**src/rtl/ecg_pkg.sv**
```systemverilog
// ---------------------------------------------------------------------------
// ecg_pkg
// Shared definitions for the ECG processing blocks.
//   pd_state_t   : R-peak detector FSM states
//   DEF_*        : default parameter constants for r_peak_detect
//   CNT_W        : width of the search/refractory down-counter
// ---------------------------------------------------------------------------
package ecg_pkg;

    typedef enum logic [1:0] {
        ST_IDLE    = 2'd0,
        ST_SEARCH  = 2'd1,
        ST_REFRACT = 2'd2
    } pd_state_t;

    localparam int DEF_DW      = 8;
    localparam int DEF_SEARCH  = 20;
    localparam int DEF_REFRACT = 200;
    localparam int DEF_RRW     = 16;

    // Wide enough for the largest legal refractory length (65535).
    localparam int CNT_W = 16;

endpackage

```
**src/rtl/sample_counter.sv**
```systemverilog
// ---------------------------------------------------------------------------
// sample_counter
// Loadable down-counter that tracks how many valid samples remain in the
// current search or refractory window.
// Ports:
//   clk      in   clock, rising edge
//   rst      in   synchronous active-high reset, clears the count
//   load     in   load load_val (has priority over en)
//   load_val in   CW  number of samples remaining after the loading sample
//   en       in   decrement by one (stops at zero)
//   last     out  the sample being consumed now is the final one of the window
// ---------------------------------------------------------------------------
module sample_counter
    import ecg_pkg::*;
#(
    parameter int CW = CNT_W
) (
    input  logic          clk,
    input  logic          rst,
    input  logic          load,
    input  logic [CW-1:0] load_val,
    input  logic          en,
    output logic          last
);

    logic [CW-1:0] count;

    always_ff @(posedge clk) begin
        if (rst) begin
            count <= '0;
        end else if (load) begin
            count <= load_val;
        end else if (en && (count != '0)) begin
            count <= count - CW'(1);
        end
    end

    // A count of one means exactly one sample of the window is left,
    // i.e. the sample presented this cycle closes it.
    assign last = (count == CW'(1));

endmodule

```
**src/rtl/r_peak_detect.sv**
```systemverilog
// ---------------------------------------------------------------------------
// r_peak_detect
// Slope-triggered R-peak detector for an ECG sample stream.
// A steep first difference opens a fixed-length search window; the largest
// sample within it is reported as the R peak together with the number of
// valid samples since the previous peak. A refractory window then blocks
// re-triggering on the same complex.
// Ports:
//   clk        in   clock, rising edge
//   rst        in   synchronous active-high reset
//   in_valid   in   qualifies d_in; nothing advances without it
//   d_in       in   DW    unsigned ECG sample
//   th_slope   in   DW    slope magnitude threshold (0 disables detection)
//   slope_det  out  slope event for the last valid sample
//   diff_out   out  DW+1 two's complement first difference
//   peak_valid out  one-cycle pulse per detected peak
//   peak_amp   out  DW    amplitude of the last peak
//   peak_rr    out  RRW   valid samples between the last two peaks
//   busy       out  high while searching or refractory
// ---------------------------------------------------------------------------
module r_peak_detect
    import ecg_pkg::*;
#(
    parameter int DW      = DEF_DW,
    parameter int SEARCH  = DEF_SEARCH,
    parameter int REFRACT = DEF_REFRACT,
    parameter int RRW     = DEF_RRW
) (
    input  logic           clk,
    input  logic           rst,
    input  logic           in_valid,
    input  logic [DW-1:0]  d_in,
    input  logic [DW-1:0]  th_slope,
    output logic           slope_det,
    output logic [DW:0]    diff_out,
    output logic           peak_valid,
    output logic [DW-1:0]  peak_amp,
    output logic [RRW-1:0] peak_rr,
    output logic           busy
);

    localparam logic [CNT_W-1:0] SEARCH_LOAD  = CNT_W'(SEARCH - 1);
    localparam logic [CNT_W-1:0] REFRACT_LOAD = CNT_W'(REFRACT);

    pd_state_t state, state_next;

    logic [DW-1:0]      prev_sample;
    logic               hist_valid;
    logic signed [DW+1:0] diff_ext;
    logic signed [DW+1:0] th_ext;
    logic               slope_now;

    logic [RRW-1:0]     rr_cnt;
    logic [RRW-1:0]     rr_next;
    logic [RRW-1:0]     max_rr;
    logic [RRW-1:0]     since_max;
    logic [RRW-1:0]     since_inc;
    logic [DW-1:0]      run_max;
    logic               first_peak;

    logic               trigger;
    logic               complete;
    logic               upd_max;
    logic               take_max;
    logic [DW-1:0]      fin_max;
    logic [RRW-1:0]     fin_rr;
    logic [RRW-1:0]     fin_since;

    logic               cnt_load;
    logic [CNT_W-1:0]   cnt_load_val;
    logic               cnt_en;
    logic               cnt_last;

    // Differencer: two guard bits keep the difference and the negated
    // threshold exact, so both comparison bounds are inclusive without wrap.
    assign diff_ext  = $signed({2'b00, d_in}) - $signed({2'b00, prev_sample});
    assign th_ext    = $signed({2'b00, th_slope});
    assign slope_now = hist_valid && (th_slope != '0) &&
                       ((diff_ext >= th_ext) || (diff_ext <= -th_ext));

    // Saturating increments for the interval bookkeeping.
    assign rr_next   = (rr_cnt == '1)    ? rr_cnt    : rr_cnt + RRW'(1);
    assign since_inc = (since_max == '1) ? since_max : since_max + RRW'(1);

    // Only a strictly larger sample moves the maximum, so ties keep the
    // earliest position and therefore the shorter interval.
    assign upd_max  = (state == ST_SEARCH) && in_valid && (d_in > run_max);
    assign take_max = trigger || upd_max;

    // Peak values including the sample being consumed right now, since the
    // completing sample may itself be the new maximum.
    assign fin_max   = take_max ? d_in    : run_max;
    assign fin_rr    = take_max ? rr_next : max_rr;
    assign fin_since = take_max ? '0      : since_inc;

    assign busy = (state != ST_IDLE);

    sample_counter #(
        .CW(CNT_W)
    ) u_window_cnt (
        .clk      (clk),
        .rst      (rst),
        .load     (cnt_load),
        .load_val (cnt_load_val),
        .en       (cnt_en),
        .last     (cnt_last)
    );

    // State register.
    always_ff @(posedge clk) begin
        if (rst) begin
            state <= ST_IDLE;
        end else begin
            state <= state_next;
        end
    end

    // Next-state and window control. The trigger sample is search sample 1,
    // so the counter is loaded with the samples still to come.
    always_comb begin
        state_next   = state;
        trigger      = 1'b0;
        complete     = 1'b0;
        cnt_load     = 1'b0;
        cnt_load_val = '0;
        cnt_en       = 1'b0;
        case (state)
            ST_IDLE: begin
                if (in_valid && slope_now) begin
                    trigger  = 1'b1;
                    cnt_load = 1'b1;
                    if (SEARCH == 1) begin
                        complete     = 1'b1;
                        cnt_load_val = REFRACT_LOAD;
                        state_next   = ST_REFRACT;
                    end else begin
                        cnt_load_val = SEARCH_LOAD;
                        state_next   = ST_SEARCH;
                    end
                end
            end
            ST_SEARCH: begin
                if (in_valid) begin
                    if (cnt_last) begin
                        complete     = 1'b1;
                        cnt_load     = 1'b1;
                        cnt_load_val = REFRACT_LOAD;
                        state_next   = ST_REFRACT;
                    end else begin
                        cnt_en = 1'b1;
                    end
                end
            end
            ST_REFRACT: begin
                if (in_valid) begin
                    if (cnt_last) begin
                        state_next = ST_IDLE;
                    end else begin
                        cnt_en = 1'b1;
                    end
                end
            end
            default: begin
                state_next = ST_IDLE;
            end
        endcase
    end

    // Datapath: difference history, running maximum, interval counter and
    // peak reporting. The peak pulse is registered from the completing
    // sample, so it appears even if in_valid drops on the next cycle.
    always_ff @(posedge clk) begin
        if (rst) begin
            prev_sample <= '0;
            hist_valid  <= 1'b0;
            slope_det   <= 1'b0;
            diff_out    <= '0;
            rr_cnt      <= '0;
            max_rr      <= '0;
            since_max   <= '0;
            run_max     <= '0;
            first_peak  <= 1'b1;
            peak_valid  <= 1'b0;
            peak_amp    <= '0;
            peak_rr     <= '0;
        end else begin
            peak_valid <= complete;
            if (in_valid) begin
                prev_sample <= d_in;
                hist_valid  <= 1'b1;
                slope_det   <= slope_now;
                diff_out    <= hist_valid ? diff_ext[DW:0] : '0;
                rr_cnt      <= rr_next;

                if (take_max) begin
                    run_max   <= d_in;
                    max_rr    <= rr_next;
                    since_max <= '0;
                end else if (state == ST_SEARCH) begin
                    since_max <= since_inc;
                end

                // Re-reference the interval counter to the maximum's
                // position: it now holds the distance from that maximum
                // to the completing sample.
                if (complete) begin
                    peak_amp   <= fin_max;
                    peak_rr    <= first_peak ? '0 : fin_rr;
                    first_peak <= 1'b0;
                    rr_cnt     <= fin_since;
                end
            end
        end
    end

endmodule

```
**config.mk**
```make
export PLATFORM = sky130hd
export DESIGN_NAME = r_peak_detect
export DESIGN_NICKNAME = d
export VERILOG_FILES = /design/src/rtl/ecg_pkg.sv /design/src/rtl/sample_counter.sv /design/src/rtl/r_peak_detect.sv
export SDC_FILE = /design/constraint.sdc
export NUM_CORES = 1
export LEC_CHECK = 0
export BUFFER_PORTS_ARGS = -buffer_cell sky130_fd_sc_hd__buf_2
export CAP_MARGIN = 10
export CORE_AREA = 5 5 96 143
export DETAILED_ROUTE_END_ITERATION = 16
export DIE_AREA = 0 0 101 148
export GPL_ROUTABILITY_DRIVEN = 0
export HOLD_SLACK_MARGIN = 0.1
export PLACE_DENSITY = 0.75
export SLEW_MARGIN = 20
export SYNTH_ARGS = -nofsm -noshare
export SYNTH_HDL_FRONTEND = slang
export SYNTH_SLANG_ARGS = --single-unit
```
**constraint.sdc**
```tcl
create_clock -name clk -period 3.9 [get_ports clk]
set_clock_uncertainty 0.15 [all_clocks]
set_input_delay 0.78 -clock clk [delete_from_list [all_inputs] [get_ports clk]]
set_output_delay 0.78 -clock clk [all_outputs]
set_load 0.02 [all_outputs]
```
==> flow_summary_export.csv <==
group,metric,value,unit
layout,fin_nets,947,
setup_path,critical_path_class,"in2reg",
floorplan,row_count,50,
timing,rsz0062_at_grt,"true",
placement,place_hpwl,12.3,mm
yosys,ys_warn_count,0,
setup_path,rr_worst_depth,18,
timing,drv_slew,0,
timing,max_slew_margin,33.9,%
layout,n_antenna_cell,0,
floorplan,io_pins,55,
layout,final_cell_mix,"dfxtp_1 (119), nor2_1 (103), nand2_1 (71)",
grt,grt_pass1_wl,28.3,mm
clocking,h-tree-depth,4,
power,total_power,3710,µW
setup_path,cp_slowest_cell,"fa_2",
floorplan,fp.dieH,148,µm
hold_path,min_from,"peak_rr[11]$_SDFFE_PP0P_",
placement,place_ws,-535,ps
detailed_routing,wirelength,17.6,mm
setup_path,r2r-end,"peak_amp[7]$_SDFFE_PP0P_",
timing,period_needed,3940,ps
setup_path,r2r_slack,0,ps
grt,grt_antenna_before_repair,0,
clocking,cts_hold_buf,0,
power,internal-power,2600,µW
timing,final-setup-viol-count,3,
clocking,cts_tree,"built",
floorplan,core_area,12300,µm²
setup_path,cp_top_family,"compound AO/OA/AOI/OAI gates",
layout,utilization,68.1,%
yosys,synth_cells,782,
setup_path,r2r_start,"prev_sample[1]$_SDFFE_PP0P_",
setup_path,start_kind,"input port",
grt,grt_max_degree,46,
power,power.switching,1120,µW
hold_path,hp-class,"reg2reg",
placement,portBuffers,54,
clocking,clk_pin_slew_worst_paths,60,ps
status,violations,"negative setup slack",
floorplan,die_w,101,µm
timing,fmax,0.254,GHz
power,pwr-share-comb,22.4,%
detailed_routing,dr.first_iter.drc_count,479,
timing,final.setup.worst_slack,-36.0,ps
power,switching_share,30.1,%
power,vdd_drop_max,345,µV
hold_path,whs_path_depth,2,
detailed_routing,drtPass1Iterations,5,
clocking,clk_latency,420,ps
layout,final_cell_area,8390,µm²
power,power.density,443,nW/µm²
hold_path,whs_endpoint,"peak_rr[11]$_SDFFE_PP0P_",
grt,grt_use_total,23.4,%
yosys,synthFlopType,"dfxtp_1",
clocking,clock_sinks,119,
yosys,syn-mean-instance-area,8.34,µm²
setup_path,arrival,4050,ps
clocking,clk_path_buf_depth,2,
clocking,cts_buffers,17,
floorplan,start_util,52.9,%
yosys,synth_edf_count,0,
power,p_seq_share,35.1,%
status,outcome,"finished with violations",
power,p_leak,0.00343,µW
setup_path,path_cells,"buf_8, inv_8, ha_4, inv_2, fa_2, nand2_2, a21oi_2, o21a_1, nor2_2, xnor2_2, ha_1, a21o_1, a221oi_2, o21a_1, nor3_4, nor3_4, buf_6, buf_16, mux2i_1, a211oi_1",
placement,place_area,7300,µm²
layout,areaGrowthSynthToFinish,28.6,%
yosys,ys_types,68,
setup_path,path_buf_inv,5,
timing,tightest_slew,983,ps
setup_path,slowest_delay,340,ps
detailed_routing,drc,0,
floorplan,die_area,14900,µm²
detailed_routing,avgRoutedWirePerCell,16.7,µm
grt,grt_pass1_vias,6117,
clocking,cts_root_buf,"clkbuf_16",
detailed_routing,route.vias.total,6168,
layout,final_common_cell,"dfxtp_1",
timing,fin_crit_sh,101,%
setup_path,worstPathMaxFanout,7,
timing,hold_viol,0,
grt,overflow,0,
setup_path,end_kind,"flip-flop",
yosys,synth_seq_area_share,36.5,%
detailed_routing,avgViaCountPerCell,5.85,
detailed_routing,drtAntennaViolNets,0,
yosys,syn_nets,844,
yosys,ys_ff_latch,119,
job,drv_cap,0,
timing,whs,296,ps
power,clockPowerShare,42.5,%
yosys,synth_area,6520,µm²
layout,layout-drive-gt1-share,25.6,%
setup_path,critical_path_required,4020,ps
yosys,async_reset_ff_share,0,%
==> cell type report <==
class / instances / area (µm²)
Clock inverter: 15 / 170
Timing Repair Buffer: 119 / 863
Multi-Input combinational cell: 588 / 4190
Tap cell: 156 / 195
Inverter: 40 / 158
Clock buffer: 17 / 425
Sequential cell: 119 / 2380
Fill cell: 915 / 3940
==> sequential cells by signal, indices dropped and copies added, names as in the netlist <==
signal / cells
rr_cnt: 16
slope_det: 1
u_window_cnt.count: 16
first_peak: 1
hist_valid: 1
peak_rr: 16
peak_valid: 1
peak_amp: 8
max_rr: 16
state: 2
run_max: 8
prev_sample: 8
since_max: 16
diff_out: 9
==> synth_stat cells, types with 6 or more instances <==
cell,number,area [µm²]
dfxtp_1,119,2380
nor2_1,105,394
nand2_1,75,282
ha_1,42,526
inv_1,39,146
a21oi_1,37,185
o21ai_0,36,180
mux2i_1,34,340
xnor2_1,29,254
nand3_1,27,135
clkbuf_1,22,82.6
xor2_1,18,158
nand4_1,15,93.8
nor3_1,15,75.1
o21ai_1,13,65.1
a22oi_1,12,90.1
a211oi_1,10,75.1
a31oi_1,10,62.6
nor4_1,9,56.3
o21a_1,9,67.6
o22ai_1,8,50.1
buf_2,7,35.0
and2_1,6,37.5
==> through the flow <==
step / TNS (ps) / instances
floorplan: -629 / 782
global placement: -28840 / 1006
detailed placement: -38010 / 1006
CTS: -110 / 1047
global route: -5580 / 1054
finish: -50.8 / 1054
==> metal layers <==
layer	track usage, %	wire length (µm)	vias up
met2	41.1	9230	207
met3	5.38	1010	50
met4	11.4	564	0
met5	0	0	-
li1	-	-	2972
met1	26.1	6820	2939
==> cell families after synthesis <==
group,count (synthesis),synth area share [%]
adders and majority gates,43,8.36
muxes,38,5.91
AOI/OAI and AO/OA,163,16.1
buffers and inverters,75,4.74
DFF,119,36.5
and+or+nand+nor,297,22.0
xor gates and xnor gates,47,6.31
==> tightest hold or removal path, stage by stage (launching register included) <==
cell	delay, ps
dfxtp_1	300
nand2_1	50
o21ai_1	50
==> power by group through the flow <==
stage / Combinational, µW / Clock [µW] / Sequential (µW)
after detailed placement: 677 / 0 / 1320
after CTS: 754 / 1600 / 1300
after floorplan: 470 / 0 / 1320
final: 832 / 1580 / 1300
after global placement: 649 / 0 / 1320
after global routing: 904 / 1660 / 1310
==> timing repair <==
action | 4_1_cts | 5_1_grt
hold endpoints to repair | 0 | 0
endpoints found under the setup margin | 35 | 83
setup buffers | 7 | 7
cloned | 2 | 1
resized for setup | 22 | 51
pin swaps | 17 | 15
==> worst max path at each step <==
stage / startpoint / endpoint / slack, ps / depth (start not counted)
floorplan: d_in[0] / u_window_cnt.count[5]$_SDFFE_PP0P_ / -160 / 18
global placement: d_in[1] / u_window_cnt.count[11]$_SDFFE_PP0P_ / -430 / 16
detailed placement: d_in[1] / u_window_cnt.count[11]$_SDFFE_PP0P_ / -530 / 16
CTS: d_in[0] / peak_amp[7]$_SDFFE_PP0P_ / -20 / 19
global route: d_in[0] / peak_amp[2]$_SDFFE_PP0P_ / -180 / 20
finish: d_in[0] / peak_amp[7]$_SDFFE_PP0P_ / -40 / 20
(Power assumes the default switching activity.)
